## src/rtl/floppy_pkg.sv

```systemverilog
// Shared definitions for the floppy head control blocks.
//   seek_state_e  : seek/recalibrate sequencer states
//   DIR_OUT/DIR_IN: encodings of the stepper direction line
//   DEF_*         : default track geometry
package floppy_pkg;

  typedef enum logic [2:0] {
    StIdle,
    StSetup,
    StStepHi,
    StStepLo,
    StSettle,
    StDone
  } seek_state_e;

  localparam logic DIR_OUT = 1'b1;  // toward cylinder 0
  localparam logic DIR_IN  = 1'b0;

  localparam int unsigned DEF_MAX_TRACK = 79;
  localparam int unsigned DEF_TRACK_W   = 7;

endpackage

```

## src/rtl/sync_2ff.sv

```systemverilog
// Two-flop synchronizer for asynchronous sensor inputs.
//   clk : destination clock
//   rst : asynchronous active-high reset, clears both stages
//   i_d : asynchronous input
//   o_q : synchronized output (2 cycles latency)
module sync_2ff #(
  parameter int unsigned WIDTH = 1
) (
  input  logic             clk,
  input  logic             rst,
  input  logic [WIDTH-1:0] i_d,
  output logic [WIDTH-1:0] o_q
);

  logic [WIDTH-1:0] r_meta;
  logic [WIDTH-1:0] r_sync;

  always_ff @(posedge clk or posedge rst) begin
    if (rst) begin
      r_meta <= '0;
      r_sync <= '0;
    end else begin
      r_meta <= i_d;
      r_sync <= r_meta;
    end
  end

  assign o_q = r_sync;

endmodule

```

## src/rtl/head_seek_ctrl.sv

```systemverilog
// Seek / recalibrate sequencer for the floppy head stepper.
//   clk, rst        : clock, asynchronous active-high reset
//   i_cmd_valid     : command request, taken when o_cmd_ready is high
//   o_cmd_ready     : high only while idle
//   i_cmd_recal     : 1 = recalibrate, 0 = seek to i_cmd_track
//   i_cmd_track     : seek target cylinder
//   i_tr0           : raw asynchronous track-0 sensor
//   o_step, o_dir   : step pulse and direction to the coil driver
//   o_busy, o_done  : command in progress / one-cycle completion pulse
//   o_err           : failure flag, valid with o_done, held until next accept
//   o_cur_track     : believed head cylinder
//   o_track_valid   : o_cur_track is trustworthy
module head_seek_ctrl
  import floppy_pkg::*;
#(
  parameter int unsigned MAX_TRACK   = DEF_MAX_TRACK,
  parameter int unsigned TRACK_W     = DEF_TRACK_W,
  parameter int unsigned STEP_PERIOD = 36000,
  parameter int unsigned STEP_PW     = 1200,
  parameter int unsigned DIR_SETUP   = 12,
  parameter int unsigned SETTLE      = 180000,
  parameter int unsigned RECAL_LIMIT = 84
) (
  input  logic               clk,
  input  logic               rst,
  input  logic               i_cmd_valid,
  output logic               o_cmd_ready,
  input  logic               i_cmd_recal,
  input  logic [TRACK_W-1:0] i_cmd_track,
  input  logic               i_tr0,
  output logic               o_step,
  output logic               o_dir,
  output logic               o_busy,
  output logic               o_done,
  output logic               o_err,
  output logic [TRACK_W-1:0] o_cur_track,
  output logic               o_track_valid
);

  localparam int unsigned CNT_MAX = (STEP_PERIOD > SETTLE) ? STEP_PERIOD : SETTLE;
  localparam int unsigned CNT_W   = $clog2(CNT_MAX + 1);
  localparam int unsigned STEPS_W = $clog2(RECAL_LIMIT + 1);

  localparam logic [CNT_W-1:0]   LD_SETUP  = CNT_W'(DIR_SETUP - 1);
  localparam logic [CNT_W-1:0]   LD_HI     = CNT_W'(STEP_PW - 1);
  localparam logic [CNT_W-1:0]   LD_LO     = CNT_W'(STEP_PERIOD - STEP_PW - 1);
  localparam logic [CNT_W-1:0]   LD_SETTLE = CNT_W'(SETTLE - 1);
  localparam logic [STEPS_W-1:0] LP_RLIM   = STEPS_W'(RECAL_LIMIT);
  localparam logic [TRACK_W-1:0] LP_MAX    = TRACK_W'(MAX_TRACK);

  seek_state_e        r_state;
  logic [CNT_W-1:0]   r_cnt;
  logic [STEPS_W-1:0] r_steps;     // recalibrate steps issued
  logic [TRACK_W-1:0] r_target;
  logic               r_recal;     // command was an explicit recalibrate
  logic               r_recal_ph;  // currently in the recalibrate phase
  logic               r_step;
  logic               r_dir;
  logic               r_busy;
  logic               r_done;
  logic               r_err;
  logic [TRACK_W-1:0] r_cur;
  logic               r_valid;

  logic               w_tr0_s;
  logic               w_slot;
  logic [TRACK_W-1:0] w_cur_dec;
  logic [TRACK_W-1:0] w_cur_inc;

  sync_2ff #(
    .WIDTH (1)
  ) u_tr0_sync (
    .clk (clk),
    .rst (rst),
    .i_d (i_tr0),
    .o_q (w_tr0_s)
  );

  // Step slot: the last cycle before a step would rise.
  assign w_slot    = ((r_state == StSetup) || (r_state == StStepLo)) && (r_cnt == '0);
  assign w_cur_dec = (r_cur == '0) ? r_cur : r_cur - TRACK_W'(1);
  assign w_cur_inc = (r_cur >= LP_MAX) ? r_cur : r_cur + TRACK_W'(1);

  always_ff @(posedge clk or posedge rst) begin
    if (rst) begin
      r_state    <= StIdle;
      r_cnt      <= '0;
      r_steps    <= '0;
      r_target   <= '0;
      r_recal    <= 1'b0;
      r_recal_ph <= 1'b0;
      r_step     <= 1'b0;
      r_dir      <= DIR_IN;
      r_busy     <= 1'b0;
      r_done     <= 1'b0;
      r_err      <= 1'b0;
      r_cur      <= '0;
      r_valid    <= 1'b0;
    end else begin
      r_done <= 1'b0;
      if (w_slot) begin
        if (r_recal_ph) begin
          if (w_tr0_s) begin
            r_cur   <= '0;
            r_valid <= 1'b1;
            if (!r_recal && (r_target != '0)) begin
              // Implicit recalibrate finished: start the seek with a fresh setup.
              r_recal_ph <= 1'b0;
              r_dir      <= DIR_IN;
              r_state    <= StSetup;
              r_cnt      <= LD_SETUP;
            end else if (r_steps == '0) begin
              r_state <= StDone;
              r_busy  <= 1'b0;
              r_done  <= 1'b1;
            end else begin
              r_state <= StSettle;
              r_cnt   <= LD_SETTLE;
            end
          end else if (r_steps == LP_RLIM) begin
            r_err   <= 1'b1;
            r_valid <= 1'b0;
            r_state <= StSettle;
            r_cnt   <= LD_SETTLE;
          end else begin
            r_step  <= 1'b1;
            r_state <= StStepHi;
            r_cnt   <= LD_HI;
            r_steps <= r_steps + STEPS_W'(1);
            r_cur   <= w_cur_dec;
          end
        end else if (r_cur == r_target) begin
          r_state <= StSettle;
          r_cnt   <= LD_SETTLE;
        end else if ((r_dir == DIR_OUT) && w_tr0_s) begin
          // Sensor says cylinder 0 but we believe otherwise: position is lost.
          r_cur   <= '0;
          r_valid <= 1'b0;
          r_err   <= 1'b1;
          r_state <= StDone;
          r_busy  <= 1'b0;
          r_done  <= 1'b1;
        end else begin
          r_step  <= 1'b1;
          r_state <= StStepHi;
          r_cnt   <= LD_HI;
          r_cur   <= (r_dir == DIR_OUT) ? w_cur_dec : w_cur_inc;
        end
      end else begin
        unique case (r_state)
          StIdle: begin
            if (i_cmd_valid) begin
              r_target <= i_cmd_track;
              r_recal  <= i_cmd_recal;
              r_err    <= 1'b0;
              r_steps  <= '0;
              r_busy   <= 1'b1;
              if (!i_cmd_recal && (i_cmd_track > LP_MAX)) begin
                r_err   <= 1'b1;
                r_state <= StDone;
                r_busy  <= 1'b0;
                r_done  <= 1'b1;
              end else if (i_cmd_recal && w_tr0_s) begin
                r_cur   <= '0;
                r_valid <= 1'b1;
                r_state <= StDone;
                r_busy  <= 1'b0;
                r_done  <= 1'b1;
              end else if (i_cmd_recal || !r_valid) begin
                r_recal_ph <= 1'b1;
                r_dir      <= DIR_OUT;
                r_state    <= StSetup;
                r_cnt      <= LD_SETUP;
              end else if (i_cmd_track == r_cur) begin
                r_state <= StDone;
                r_busy  <= 1'b0;
                r_done  <= 1'b1;
              end else begin
                r_recal_ph <= 1'b0;
                r_dir      <= (i_cmd_track < r_cur) ? DIR_OUT : DIR_IN;
                r_state    <= StSetup;
                r_cnt      <= LD_SETUP;
              end
            end
          end
          StSetup, StStepLo: r_cnt <= r_cnt - CNT_W'(1);
          StStepHi: begin
            if (r_cnt == '0) begin
              r_step  <= 1'b0;
              r_state <= StStepLo;
              r_cnt   <= LD_LO;
            end else begin
              r_cnt <= r_cnt - CNT_W'(1);
            end
          end
          StSettle: begin
            if (r_cnt == '0) begin
              r_state <= StDone;
              r_busy  <= 1'b0;
              r_done  <= 1'b1;
            end else begin
              r_cnt <= r_cnt - CNT_W'(1);
            end
          end
          StDone:  r_state <= StIdle;
          default: r_state <= StIdle;
        endcase
      end
    end
  end

  assign o_cmd_ready   = (r_state == StIdle);
  assign o_step        = r_step;
  assign o_dir         = r_dir;
  assign o_busy        = r_busy;
  assign o_done        = r_done;
  assign o_err         = r_err;
  assign o_cur_track   = r_cur;
  assign o_track_valid = r_valid;

endmodule

```

## config.mk

```make
export PLATFORM = sky130hd
export DESIGN_NAME = head_seek_ctrl
export DESIGN_NICKNAME = d
export VERILOG_FILES = /design/src/rtl/floppy_pkg.sv /design/src/rtl/sync_2ff.sv /design/src/rtl/head_seek_ctrl.sv
export SDC_FILE = /design/constraint.sdc
export NUM_CORES = 1
export LEC_CHECK = 0
export CAP_MARGIN = 20
export CORE_ASPECT_RATIO = 0.9
export CORE_UTILIZATION = 55
export CTS_CLUSTER_SIZE = 16
export DETAILED_ROUTE_END_ITERATION = 16
export PLACE_DENSITY = 0.87
export REMOVE_ABC_BUFFERS = 1
export SLEW_MARGIN = 20
export SYNTH_ARGS = -nofsm -noshare
export SYNTH_HDL_FRONTEND = slang
export SYNTH_SLANG_ARGS = --single-unit
```

## constraint.sdc

```tcl
create_clock -name clk -period 3.5 [get_ports clk]
set_input_delay 0.525 -clock clk [delete_from_list [all_inputs] [get_ports clk]]
set_output_delay 0.525 -clock clk [all_outputs]
set_load 0.02 [all_outputs]
```

[Word-level counts from Yosys, hierarchy flattened]
Cells that the tools add are included.
Cells by class
  add/subtract/negate cells: 4
  multipliers: 0
  divide/modulo/power cells: 0
  $lt $le $gt $ge: 3
  equality and inequality tests: 37
  shifts and indexed selects: 0
  mux-type cells: 124
  bitwise logic cells: 1
  reduce and logical (&&, ||, !) cells: 34
Operators by type and width (number)
  $mux W18: 15
  $mux W7: 19
  $mux W1: 72
  $pmux W18 S4: 1
  $mux W3: 14
  $ne A3 B3 Y1 const B: 11
  $reduce_and A8 Y1: 3
  $logic_not A18 Y1: 1
  $sub A18 B1 Y18 const B: 1
  $ne A3 B2 Y1 const B: 5
  $add A7 B1 Y7 const B: 2
  $eq A7 B7 Y1: 2
  $logic_not A7 Y1: 2
  $reduce_and A7 Y1: 2
  $ne A2 B2 Y1 const B: 6
  $pmux W3 S4: 1
  $reduce_and A6 Y1: 2
  $reduce_and A5 Y1: 2
  $reduce_bool A2 Y1: 5
  $ne A4 B4 Y1 const B: 2
  $eq A7 B7 Y1 const B: 1
  $ge A7 B7 Y1 const B: 1
  $gt A7 B7 Y1 const B: 1
  $lt A7 B7 Y1: 1
  21 further kinds: 31
Storage, ports and cells
  flip-flop bits (word level): 52
  latch bits: 0
  bits in writable memories: 0
  memory bits (read-only): 0
  bits of input ports: 12
  output and inout port bits: 14
  word-level logic and storage cells: 218
  memories: 0

[Logic depth before layout (Yosys ltp)]
Gate-level depths: netlist of the first run.
  depth in word-level cells: 9
  gate-level depth with buffers: 11
  mapped depth without buffers: 8

[Modules after synthesis]
From an unflattened synthesis of the first run, not the netlist that was laid out.
Unflattened totals
  cells, all modules: 431
  area, all modules: 3611.0 um^2
Modules (own cells, without submodules)
  head_seek_ctrl: instances 1, cells an instance 428, area an instance 3557.2 um^2, seq. area each 1251.2 um^2
  sync_2ff: instances 1, cells an instance 3, area an instance 53.8 um^2, seq. area each 50.0 um^2

[Worst setup path before layout of the first run]
No wires, ideal clock.
  path kind: register -> register
  start point: reg r_cur[2], in the netlist o_cur_track[2]
  end point: reg r_cnt[1]
  setup time: 0.128 ns
  arrival time: 2.399 ns
  data required time: 3.372 ns
  slack: 0.973 ns
  stages on the path, launching flop included: 11
  path buffers: 2
  period minus slack after synthesis: 2.527 ns
  path through: dfrtp_1 -> buf_2 -> inv_1 -> ha_1 -> nand4_1 -> or3_1 -> a41o_1 -> nor2_1 -> or2_1 -> buf_2 -> mux2_1
Between the ends
  word-level cells in the longest chain between the ends: 4
  elaborated cells on any way between the ends: 8
  those cells by class: 4 x eq/ne; 3 x mux; 1 x reduce/logical
RTL lines
  start, declared: RTL line head_seek_ctrl.sv:62  | logic [TRACK_W-1:0] r_cur;
  start signal, assigned: RTL line head_seek_ctrl.sv:130  | r_cur <= w_cur_dec;
  start signal, assigned: RTL line head_seek_ctrl.sv:147  | r_cur <= (r_dir == DIR_OUT) ? w_cur_dec : w_cur_inc;
  parallel branches: the longest is 4 deep, another holds $reduce_and A8 Y1
  end signal, assigned: RTL line head_seek_ctrl.sv:186  | StSetup, StStepLo: r_cnt <= r_cnt - CNT_W'(1);
  end signal, assigned: RTL line head_seek_ctrl.sv:193  | r_cnt <= r_cnt - CNT_W'(1);
  end signal, assigned: RTL line head_seek_ctrl.sv:202  | r_cnt <= r_cnt - CNT_W'(1);
  end, declared: RTL line head_seek_ctrl.sv:52  | logic [CNT_W-1:0] r_cnt;
Several ways; the timed one is not identified.
A chain may end at the register's enable or synchronous reset.

[Worst setup path in the final report of the first run]
  start point: reg r_cnt[0]
  end point: reg r_cur[0], in the netlist o_cur_track[0]
Between the ends
  word-level cells in the longest chain between the ends: 4
  elaborated cells on any way between the ends: 11
  those cells by class: 4 x eq/ne; 1 x mux; 6 x reduce/logical
RTL lines
  $logic_not A18 Y1 *: RTL line head_seek_ctrl.sv:80  | assign w_slot = ((r_state == StSetup) || (r_state == StStepLo)) && (r_cnt == '0);
  $logic_and A1 B1 Y1 *: RTL line head_seek_ctrl.sv:80
  $ne A5 B4 Y1 (no line), or another cell as far along
  $reduce_and A7 Y1 (no line)
Every way passes the cells marked *; elsewhere a longest branch is shown, timed or not.

==> run summary, run 1 <==
After clock tree synthesis, the clock-pin slew on the worst setup and hold paths is 100 ps. The clock period could shrink to 2830 ps. The part of the total power dissipated in sequential elements is 34.9%. The detail route stage leaves a number of antenna-violating nets equal to 0. The post-cts gate resize count came out at 0. The top cell type by area accounts for 34.7% of the synthesized area. The max-slew violation total from the final report was 0.

The worst hold path begins at u_tr0_sync.r_meta. Once routing completed, OpenROAD measured the worst setup slack at 670 ps. The first global-routing pass estimated 16000 um of wire.

The total power consumption of the routed design is 3.44 mW, and the clock latency reported for the late side of the worst-skew pair is 310 ps. The worst register-to-register path begins at r_cnt[0]. Headroom to the max-slew limit came out at 24.0%. Power spread over the standard cell area amounts to 827 nW/um2. STA puts the critical path data required time at 3710 ps. The total number of nets in the final design came out at 486. The most common cell in the synthesized netlist is sky130_fd_sc_hd__nand2_1. For the violation count after the first detailed-route iteration, the log shows 525.

Summed over all nets, the switching power comes to 1.67 mW. Flip-flop cell with the highest count after synthesis: sky130_fd_sc_hd__dfrtp_1. The share of final-layout standard cells stronger than drive strength 1 was 8.01%.

Sorting the synthesized cells by area gives the leading types as sky130_fd_sc_hd__dfrtp_1, sky130_fd_sc_hd__nand2_1, sky130_fd_sc_hd__ha_1. The data arrival at the endpoint of the critical path was 3040 ps; the post-detailed-placement cell area was 4050 um2. The destination of the worst hold path is u_tr0_sync.o_q. The core region is 6590 um2.

The wire-length estimate of the detail-placed layout is 7310 um. Setup slack on the worst reg-to-reg path comes out at 670 ps. After synthesis, the share of flip-flops with an asynchronous set or reset is 100%. Count of inserted antenna diode cells: 0.

The path class of the lowest-slack min-delay path was reg2reg. After synthesis the netlist holds a flip-flop and latch count of 52. No sink is reached through more buffers than the 2 on the longest clock path. After the flow finishes, the layout carries non-filler instances totaling 552. The run gives 52.6% as the combinational power share.

For this configuration, the core starts out at a cell density of 57.0%. The internal power of the cells totals 1.77 mW. The run gives 28 as the number of standard-cell rows in the floorplan. Of all cell types, the one taking the most synthesized area is sky130_fd_sc_hd__dfrtp_1.

The I/O pin count was 26. The element type at the critical path end is a flop. Setup repair after global routing left no endpoint under its margin. Final standard cell utilization of the core: 63.2%. Measured in cells, the most critical reg-to-reg path has a length of 8.

After detailed routing, the average wire length per cell comes to 17.9 um. The nature of the critical path startpoint was a flop. The clock sink count is 52, and the number of synthesis warnings is 0.

The tree is rooted in a sky130_fd_sc_hd__clkbuf_8. Summing all flip-flop and latch instances after layout gives 1300 um2. Sequential cells were found to cover 34.7% of the synthesized design area. Routability-driven placement finished with a final weighted congestion of 0.916. Between clock sinks in the finished design, the worst skew comes to 10.4 ps.

In this run the worst path has a maximum fanout of 11. On the worst path, the slowest cell contributes a delay of 440 ps. The timing-limited maximum frequency is 353 MHz.

In this run the critical register-to-register path is captured at o_cur_track[0]. Number of global-route vias before repair: 3312. Setup total negative slack on the finished layout was measured at 0 ps. The first detailed-routing pass took 5 iterations.

For the cell leakage power, the log shows 1.71 nW. The average via count per standard cell came out at 6.66. Horizontal die dimension: 89.1 um.

The routed layout has 3677 vias. Summing all non-filler instances in the final layout gives an area of 4160 um2. The vertical die dimension is 80.4 um.

The slowest stage of the critical path belongs to the cell sky130_fd_sc_hd__dfrtp_1. By count the netlist is led by sky130_fd_sc_hd__nand2_1, sky130_fd_sc_hd__dfrtp_1, sky130_fd_sc_hd__nor2_1. The type of the worst setup path was reg2reg. The aggregate routed wire length is 9870 um, and the total of fill cells in the finished design is 567.

The logs give 0.446 mV for the peak ir drop on the vdd network and 544 for the cell count after placement. The multi-input combinational cell area came out at 2260 um2. The buffer count from post-CTS setup fixing was 0; the cell depth of the worst min-delay path was 0.

The synthesized netlist occupies a cell area of 3750 um2. Entering global routing, the biggest net connects 53 pins. The number of synthesized flops with an enable pin works out to 0. After global routing the overflow that remains totals 0. For the pin with the worst max-slew slack, the measured transition is 1130 ps.

The average instance in the mapped netlist occupies 8.41 um2. Timing analysis after detailed placement gives a worst setup slack of 594 ps. Per report_power, the clock group accounts for 12.5% of the total. Net switching is 48.5% of the power. Clock tree synthesis inserted a total of 5 buffers. The number of H-tree levels is 2. TritonCTS built the clock tree. The flow ran to the end, and the final reports show no timing, DRC or antenna violations. The tools report the global-route total usage across every layer as 29.1%.

The signal on the critical path passes through inv_1, ha_1, nor4b_1, nand3_1, nor3_2, o211ai_1, and2_1, a22o_1. The port buffer count was 25; the number of antenna violations at the first check in global routing was 0. The cell family with the largest share of critical-path delay was simple AND/OR/NAND/NOR gates. For this design, the CTS-stage hold fixing added 0 buffers. The final setup violation count came out at 0. The worst path uses 80.9% of the clock period. From synthesis to final layout, the design area changed by 10.9%. For this run, design rule violations remaining after detail routing come to 0. The area of the die is 7160 um2, and the count of cell types in the netlist is 73. The cell count after synthesis came out at 446. The logs give 0 for the final number of hold-violating endpoints and 357 ps for the worst hold margin.

The tool flagged a number of max-cap violations equal to 0. Buffer and inverter count on the worst path: 1.
[worst max-delay path by stage]
stage	startpoint	end	slack, ps	depth (start not counted)
2_1_floorplan	r_steps[0]	r_cnt[1]	460	8
3_3_place_gp	i_cmd_track[0]	r_cnt[9]	650	10
3_5_place_dp	i_cmd_track[0]	r_cnt[9]	590	10
4_1_cts	r_cnt[0]	o_cur_track[1]	750	8
5_1_grt	r_cnt[0]	o_cur_track[0]	480	8
6_report	r_cnt[0]	o_cur_track[0]	670	8
[flip-flops by register name, indices dropped and copies added, names as in the netlist, 3 cells and up]
signal,cells
o_cur_track,7
r_steps,7
r_target,7
r_cnt,18
r_state,3
[power groups by stage]
stage                     Clock [mW]  Combinational (mW)  Sequential [mW]
after floorplan                    0                1.23             1.17
after global placement             0                1.71             1.19
after detailed placement           0                1.77             1.19
after CTS                      0.429                1.78             1.19
after global routing           0.454                1.98             1.24
final                          0.432                1.81             1.20
[per-layer routing]
metal | global-route usage [%] | vias up | wire, um | share of wire (%)
met2 | 44.5 | 235 | 4410 | 45
met3 | 6.37 | 37 | 988 | 10
met1 | 40.5 | 1726 | 4230 | 43
met5 | 0 | - | 0 | 0
met4 | 10.0 | 0 | 235 | 2.4
li1 | - | 1679 | - | -
[cell usage in the layout (no fill, tap or decap), types with 5 or more instances in the layout]
cell type and n:
sky130_fd_sc_hd__o21ai_0 19, sky130_fd_sc_hd__clkdlybuf4s50_1 25, sky130_fd_sc_hd__nor3_1 13, sky130_fd_sc_hd__a211oi_1 5, sky130_fd_sc_hd__a21oi_1 21, sky130_fd_sc_hd__o21ai_1 18
sky130_fd_sc_hd__o31ai_1 13, sky130_fd_sc_hd__ha_1 13, sky130_fd_sc_hd__o22ai_1 5, sky130_fd_sc_hd__nand2_1 60, sky130_fd_sc_hd__nor2_1 35, sky130_fd_sc_hd__nor4_1 7
sky130_fd_sc_hd__nand3_1 14, sky130_fd_sc_hd__dfrtp_1 52, sky130_fd_sc_hd__xnor2_1 13, sky130_fd_sc_hd__or3_1 5, sky130_fd_sc_hd__clkbuf_8 5, sky130_fd_sc_hd__buf_4 5
sky130_fd_sc_hd__a31oi_1 11, sky130_fd_sc_hd__and3_1 5, sky130_fd_sc_hd__inv_1 21
[worst reg2reg max path: cells and delay by family, from the launching register on]
kind	cells	cell delay (ps)
AOI/OAI and AO/OA	2	650
DFF	1	440
adders and majority gates	1	150
and+or+nand+nor	4	1390
buffers and inverters	1	110
[logic make-up after synthesis]
kind of cell	Yosys count	share of synthesized area (%)
AND/OR/NAND/NOR	182	26.5
AO/OA/AOI/OAI	134	24.4
flip-flops	52	34.7
buffers and inverters	45	5.17
XOR/XNOR	15	3.50
adder cells (fa/ha/maj)	13	4.33
multiplexers	5	1.37
[cell type report]
type,instances,share of cell area [%]
Multi-Input combinational cell,349,54.2
Sequential cell,52,31.3
Timing Repair Buffer,30,6.92
Tap cell,90,2.71
Inverter,23,2.10
Clock buffer,5,1.65
Clock inverter,3,1.11
No activity file was read; power rests on OpenSTA's default activity.
==> run 2: changes to the inputs <==
clock period = 2.8 ns   (was 3.5 ns; I/O delays follow)
==> run 2 against run 1 <==
Clock skew grew 11 ps. Sequential share of layout area shrank 0.95 points. Combinational power grew 34%. Setup slack lost 470 ps. First-iteration DRC count shrank 6.7%. Clock power grew 11%. Sequential cell count is the same. Count of clock-buffer cells in the layout is the same. Sequential power grew 23%. Hold slack is essentially flat. Final cell count grew 2.9%. Critical path type unchanged. Largest cell class unchanged. Largest power group unchanged.
==> run summary, run 2 (same netlist as run 1, synthesis figures left out) <==
The logs give 2.14 mW (+28%) for the switching component of the power and 33.7% (-1.2 points) for the part of the total power dissipated in sequential elements. The peak fanout along the critical path was 18 (+7); the number of antenna violations at the first check in global routing was 0 (unchanged). The aggregate global routing overflow was 0 (unchanged). The worst hold path belongs to the class reg2reg. The clock latency reported for the late side of the worst-skew pair is 330 ps (+20 ps), and the data arrival at the endpoint of the critical path is 2820 ps (-220 ps).

The tools report the max-slew violation total from the final report as 0 (unchanged). For the count of inserted antenna diode cells, the log shows 0 (unchanged). The horizontal die dimension is 89.1 um (unchanged), and the antenna violation net count after detailed routing is 0 (unchanged). Area of the die: 7160 um2 (unchanged).

Total of max-cap violations: 0 (unchanged). The timing-limited maximum frequency came out at 385 MHz (+9.0%). The pin count of the biggest net entering global routing was 53 (unchanged). By startpoint and endpoint, the worst setup path is classified as reg2reg.

The vertical die dimension was 80.4 um (unchanged). The clock skew after layout is 21.3 ps (+10.9 ps), and the transition at the pin with the smallest max-transition slack is 992 ps (-139 ps). The detailed-routed wire length on met2 is 4640 um (+5.1%). For the wire length of the first global-routing pass, the log shows 16500 um (+2.6%).

For the global-route total usage across every layer, the log shows 30.3% (+1.1 points). Final critical-path share of the clock period: 92.7% (+12 points). Multi-input combinational cell area: 2270 um2 (+0.72%). The register cell area after layout is 1300 um2 (unchanged). The share of final-layout standard cells stronger than drive strength 1 was 11.5% (+3.5 points); the switching power as a share of total power was 49.0% (+0.55 points). The weighted congestion reported at the end of routability-driven placement is 0.964 (+5.2%), and the detailed-routing wirelength on met1 is 4350 um (+2.7%). The peak ir drop on the vdd network was 0.530 mV (+19%); the total CTS buffers was 5 (unchanged). The effective utilization at floorplan is 57.0% (unchanged).

The largest buffer count on any clock path was 2 (unchanged). Signal routing reaches up to met4. The logs give 6590 um2 (unchanged) for the area of the core and 556 (-1.9%) for the total of fill cells in the finished design. The library cells used most frequently in the layout, excluding fill and tap cells, are sky130_fd_sc_hd__nand2_1, sky130_fd_sc_hd__dfrtp_1, sky130_fd_sc_hd__nor2_1, sky130_fd_sc_hd__clkdlybuf4s50_1, sky130_fd_sc_hd__inv_1. The sum of net half-perimeters after detailed placement came out at 7540 um (+3.1%). The nature of the critical path startpoint is a flop. The tools report the aggregate routed wire length as 10200 um (+3.3%).

The combinational power share was 55.4% (+2.8 points). For the hold buffer count at CTS, the log shows 0 (unchanged). The number of standard-cell rows in the floorplan is 28 (unchanged). The tools report the final standard cell utilization of the core as 65.2% (+2.0 points).

The tools report the setup slack of the most critical reg-to-reg path as 200 ps (-470 ps). The time the worst path needs with I/O delays and setup is 2600 ps (-234 ps), and the required time of the critical path is 3020 ps (-690 ps). The logs give 3718 (+1.1%) for the via count and 2 (unchanged) for the number of H-tree levels. Most common cell after layout, fill and taps aside: sky130_fd_sc_hd__nand2_1.

The tools report the element type at the critical path end as a flop. The flow ran to the end, and the final reports show no timing, DRC or antenna violations. Routed wire length per instance: 18.0 um (+0.41%).

For the cell-internal power, the log shows 2.23 mW (+25%). The power per cell area came out at 1020 nW/um2 (+23%). The count of TritonRoute iterations in the first routing pass was 5 (unchanged). Average via count per standard cell: 6.55 (-1.7%). The register with the most flip-flops in the final layout is r_cnt. The met3 wire length is 970 um (-1.8%), and the violation count after the first detailed-route iteration is 490 (-6.7%). The tools report the final number of hold-violating endpoints as 0 (unchanged). CTS placed an instance of sky130_fd_sc_hd__clkbuf_8 at the clock tree root. The cell leakage power was 1.80 nW (+5.0%). The post-route DRC violation count is 0 (unchanged), and the total power consumption of the routed design is 4.37 mW (+27%). Setup repair after global routing left no endpoint under its margin.

The final setup violation count was 0 (unchanged); the total number of nets in the final design was 502 (+3.3%). The clock input transition at the sequential cells of the worst setup and hold paths came out at 120 ps (+20 ps). The clock sink count is 52 (unchanged). The run gives 10.9% (-1.6 points) as the clock share of power.

The flip-flop count of the largest register after layout was 18 (unchanged); the port buffer count was 25 (unchanged). Compared with the post-synthesis result, the final layout area differs by 14.4%. For the number of global-route vias before repair, the log shows 3350 (+1.1%). The I/O pin count was 26 (unchanged).

The tools report the worst slew margin relative to its limit as 33.3% (+9.4 points). TritonCTS built the clock tree.
run 2: cell type report:
type	instances	area share, %
Sequential cell	52	30.3
Timing Repair Buffer	46	9.80
Multi-Input combinational cell	349	53.0
Inverter	23	2.01
Clock buffer	5	1.60
Tap cell	90	2.62
Clock inverter	3	0.671
run 2: stage by stage:
step	hold WS, ps	instance area [um2]	setup TNS [ps]	instances	worst slack [ps]
6_report	357	4290	0	568	204
3_5_place_dp	335	4180	0	560	92.1
2_1_floorplan	331	3640	-557	424	-242
3_3_place_gp	335	4180	0	560	195
5_1_grt	365	4290	0	568	23.6
4_1_cts	359	4280	0	568	55.5
run 2: what timing repair did:
| action | in CTS | in global routing |
|---|---|---|
| buffers inserted | 0 | 0 |
| setup endpoints to repair | 0 | 23 |
| resized for setup | 0 | 3 |
| endpoints found under the hold margin | 0 | 0 |
run 2: path summary, 6_finish.rpt:
check                                  startpoint              to  cells past startpoint
min in group asynchronous                     rst      r_steps[2]                      3
worst min register to register  u_tr0_sync.r_meta  u_tr0_sync.o_q                      0
worst max-delay path                   r_steps[0]        r_cnt[9]                      9
max in group asynchronous                     rst     r_target[2]                      3
worst min-delay path            u_tr0_sync.r_meta  u_tr0_sync.o_q                      0
worst max register to register         r_steps[0]        r_cnt[9]                      9
run 2: routing by layer:
| layer | vias to the layer above | track usage (%) |
|---|---|---|
| li1 | 1708 | - |
| met1 | 1730 | 43.6 |
| met2 | 243 | 45.8 |
| met3 | 37 | 6.47 |
| met4 | 0 | 8.25 |
| met5 | - | 0 |
run 2: worst max-delay path, cell delays in order, from the launching register on:
cell and delay [ps]:
sky130_fd_sc_hd__dfrtp_1 470, sky130_fd_sc_hd__inv_1 80, sky130_fd_sc_hd__ha_1 150, sky130_fd_sc_hd__nor3b_4 290, sky130_fd_sc_hd__nand2_1 150, sky130_fd_sc_hd__or3b_1 410, sky130_fd_sc_hd__a21oi_2 330, sky130_fd_sc_hd__buf_4 300
sky130_fd_sc_hd__nor4_1 90, sky130_fd_sc_hd__a221oi_1 220
run 2: power groups by stage:
stage                     logic, mW  clock network, mW  registers [mW]
final                          2.42              0.478            1.47
after global routing           2.66              0.521            1.51
after CTS                      2.36              0.486            1.45
after detailed placement       2.35                  0            1.46
after global placement         2.26                  0            1.44
after floorplan                1.54                  0            1.47
==> run 3: changes to the inputs <==
clock period = 3.1 ns   (was 2.8 ns; I/O delays follow)
==> run 3 against run 2 <==
Final cell count is 1.2% lower. Critical path type unchanged. Combinational power is 12% lower. Critical path depth stayed put. Design area is 2.1% lower. Utilization is 1.3 points lower. Largest cell class unchanged. Global-route usage is 0.32 points higher. Via count is 1.9% higher. Sequential power is 9% lower. Highest routed layer unchanged. Setup slack better by 98 ps. Count of clock-buffer cells in the layout stayed put. Register-to-register slack better by 98 ps. Clock power is 16% lower.
==> run summary, run 3 (same netlist as run 1, synthesis figures left out) <==
The run finished with clean final reports. For the setup slack of the most critical reg-to-reg path, the log shows 300 ps (+100 ps). Nature of the critical path startpoint: a flop. The tools report the count of TritonRoute iterations in the first routing pass as 6 (+1). The peak ir drop on the vdd network came out at 0.473 mV (-11%).

The total number of nets in the final design is 495 (-1.4%), and the biggest cell delay along the critical path is 460 ps (about the same). Setup repair after global routing left no endpoint under its margin. The depth of the most critical reg-to-reg path came out at 9 (unchanged). The element type at the critical path end was a flop. The slowest stage cell on the critical path is sky130_fd_sc_hd__nor4b_1.

The violation count after the first detailed-route iteration is 611 (+25%), and the number of standard-cell rows in the floorplan is 28 (unchanged). The post-route DRC violation count was 0 (unchanged). The cell depth of the worst min-delay path is 0 (unchanged), and the part of the total power dissipated in sequential elements is 34.6% (+0.9 points). The antenna violation net count after detailed routing is 0 (unchanged), and the area of the core is 6590 um2 (unchanged).

The peak fanout along the critical path is 7 (-11), and the switching power as a share of total power is 49.5% (+0.50 points). The transition at the pin with the smallest max-transition slack is 1040 ps (+52.5 ps). The path class of the tightest hold or removal check is reg2reg. Among cell families on the critical path, the largest total delay comes from simple AND/OR/NAND/NOR gates. For the final setup violation count, the log shows 0 (unchanged).

Cell at the root of the clock tree: sky130_fd_sc_hd__clkbuf_8. The post-cts gate resize count is 0 (unchanged). The largest buffer count on any clock path is 2 (unchanged), and the buffer and inverter count on the worst path is 2 (unchanged). The time the worst path needs with I/O delays and setup came out at 2800 ps (+202 ps).

The worst setup path is of the reg2reg kind. The clock skew after layout was 11.8 ps (-9.50 ps); the port buffer count was 25 (unchanged). The run gives 4110 um2 (-1.6%) as the post-detailed-placement cell area. The cell leakage power came out at 1.74 nW (-3.0%).

The tools report the max-slew violation total from the final report as 0 (unchanged). For the area of all placed cells without fillers, the log shows 4200 um2 (-2.1%). In this run the worst setup path begins at r_cnt[0].

Number of antenna violations at the first check in global routing: 0 (unchanged). The most common cell after layout, fill and taps aside was sky130_fd_sc_hd__nand2_1. The total CTS buffers is 5 (unchanged). The signal on the critical path passes through inv_1, ha_1, nor4b_1, nand3_1, nor3_2, o211ai_1, buf_4, mux2i_1, o41ai_2. The top register by number of flip-flops was r_cnt. The tools report the timing-limited maximum frequency as 357 MHz (-7.2%).

Start of the worst register-to-register path: r_cnt[0]. The cell depth of the worst setup path is 9 (unchanged). The required time of the critical path came out at 3290 ps (+270 ps). TritonCTS built the clock tree. The horizontal die dimension is 89.1 um (unchanged).

The final number of hold-violating endpoints is 0 (unchanged), and the power per cell area is 923 nW/um2 (-9.3%). The area growth from synthesis to layout works out to 12.0%. The clock latency reported for the late side of the worst-skew pair was 310 ps (-20 ps); the I/O pin count was 26 (unchanged). The clock share of power was 10.4% (-0.5 points). Clock input transition at the sequential cells of the worst setup and hold paths: 100 ps (-20 ps).

The average via count per standard cell is 6.75 (+3.2%). The vertical die dimension is 80.4 um (unchanged), and the clock sink count is 52 (unchanged). The run gives 7160 um2 (unchanged) as the area of the die. Number of global-route vias before repair: 3405 (+1.6%).

Share of final-layout standard cells stronger than drive strength 1: 9.77% (-1.7 points). The tools report the startpoint of the tightest hold check path as u_tr0_sync.r_meta. The hold buffer count at CTS was 0 (unchanged); the worst slew margin relative to its limit was 29.8% (-3.5 points). The number of H-tree levels is 2 (unchanged), and the flip-flop count of the largest register after layout is 18 (unchanged). The aggregate routed wire length is 10300 um (+0.86%).

The tools report the buffer count from post-CTS setup fixing as 0 (unchanged). The final critical-path share of the clock period was 90.3% (-2.5 points); the weighted congestion reported at the end of routability-driven placement was 0.952 (-1.3%). The sum of net half-perimeters after detailed placement was 7560 um (+0.26%); the via count was 3789 (+1.9%). For the total of max-cap violations, the log shows 0 (unchanged).

The library cells used most frequently in the layout, excluding fill and tap cells, are sky130_fd_sc_hd__nand2_1, sky130_fd_sc_hd__dfrtp_1, sky130_fd_sc_hd__nor2_1, sky130_fd_sc_hd__clkdlybuf4s50_1. The aggregate global routing overflow is 0 (unchanged). The run gives 16700 um (+1.4%) as the wire length of the first global-routing pass. For the pin count of the biggest net entering global routing, the log shows 25 (-53%). The routed wire length per instance was 18.3 um (+2.1%). The logs give 30.6% (+0.32 points) for the global-route total usage across every layer and 302 ps (+98.4 ps) for the final critical-path setup slack. The cell-internal power was 1.96 mW (-12%); the post-route setup TNS was 0 ps (unchanged).

The logs give 55.1% (-0.3 points) for the combinational power share and 1.92 mW (-10%) for the switching component of the power. For the effective utilization at floorplan, the log shows 57.0% (unchanged). The logs give 228 ps (+136 ps) for the worst setup slack after placement and 2980 ps (+160 ps) for the data arrival at the endpoint of the critical path. The run gives 0 (unchanged) as the count of inserted antenna diode cells.
-- run 3: stage by stage --
step	hold slack (ps)	cells	utilization, %	total power, mW
4_1_cts	357	561	63.8	3.82
3_5_place_dp	335	553	62.4	3.41
2_1_floorplan	331	424	-	2.72
5_1_grt	365	561	63.8	4.13
6_report	355	561	63.8	3.88
3_3_place_gp	332	553	62.4	3.33
-- run 3: layout make-up --
cell class | instances | area [um2]
Tap cell | 90 | 113
Clock buffer | 5 | 68.8
Sequential cell | 52 | 1300
Fill cell | 548 | 2380
Clock inverter | 3 | 21.3
Timing Repair Buffer | 39 | 355
Inverter | 23 | 86.3
Multi-Input combinational cell | 349 | 2260
-- run 3: metal layers --
layer | wire length [um] | part of all wire, % | up-vias | track usage, %
met5 | 0 | 0 | - | 0
met3 | 1100 | 11 | 29 | 6.17
met4 | 246 | 2.4 | 0 | 11.6
met2 | 4620 | 45 | 263 | 45.7
li1 | - | - | 1697 | -
met1 | 4320 | 42 | 1800 | 43.3
-- run 3: worst paths after layout --
kind | to
setup / recovery | o_cur_track[4]
hold / removal | u_tr0_sync.o_q
setup reg to reg | o_cur_track[4]
hold reg to reg | u_tr0_sync.o_q
max in group asynchronous | o_cur_track[2]
min in group asynchronous | o_err
-- run 3: power groups by stage --
stage / registers (mW) / logic [mW] / clock network (mW)
after floorplan: 1.32 / 1.39 / 0
after global placement: 1.32 / 2.01 / 0
after detailed placement: 1.33 / 2.08 / 0
after CTS: 1.32 / 2.09 / 0.410
after global routing: 1.37 / 2.32 / 0.437
final: 1.34 / 2.14 / 0.402
-- run 3: worst reg2reg max path, cell delays in order, from the launching register on --
cell                       delay [ps]
sky130_fd_sc_hd__dfrtp_1          440
sky130_fd_sc_hd__inv_1            100
sky130_fd_sc_hd__ha_1             150
sky130_fd_sc_hd__nor4b_1          460
sky130_fd_sc_hd__nand3_1          290
sky130_fd_sc_hd__nor3_2           320
sky130_fd_sc_hd__o211ai_1         320
sky130_fd_sc_hd__buf_4            260
sky130_fd_sc_hd__mux2i_1          210
sky130_fd_sc_hd__o41ai_2          110
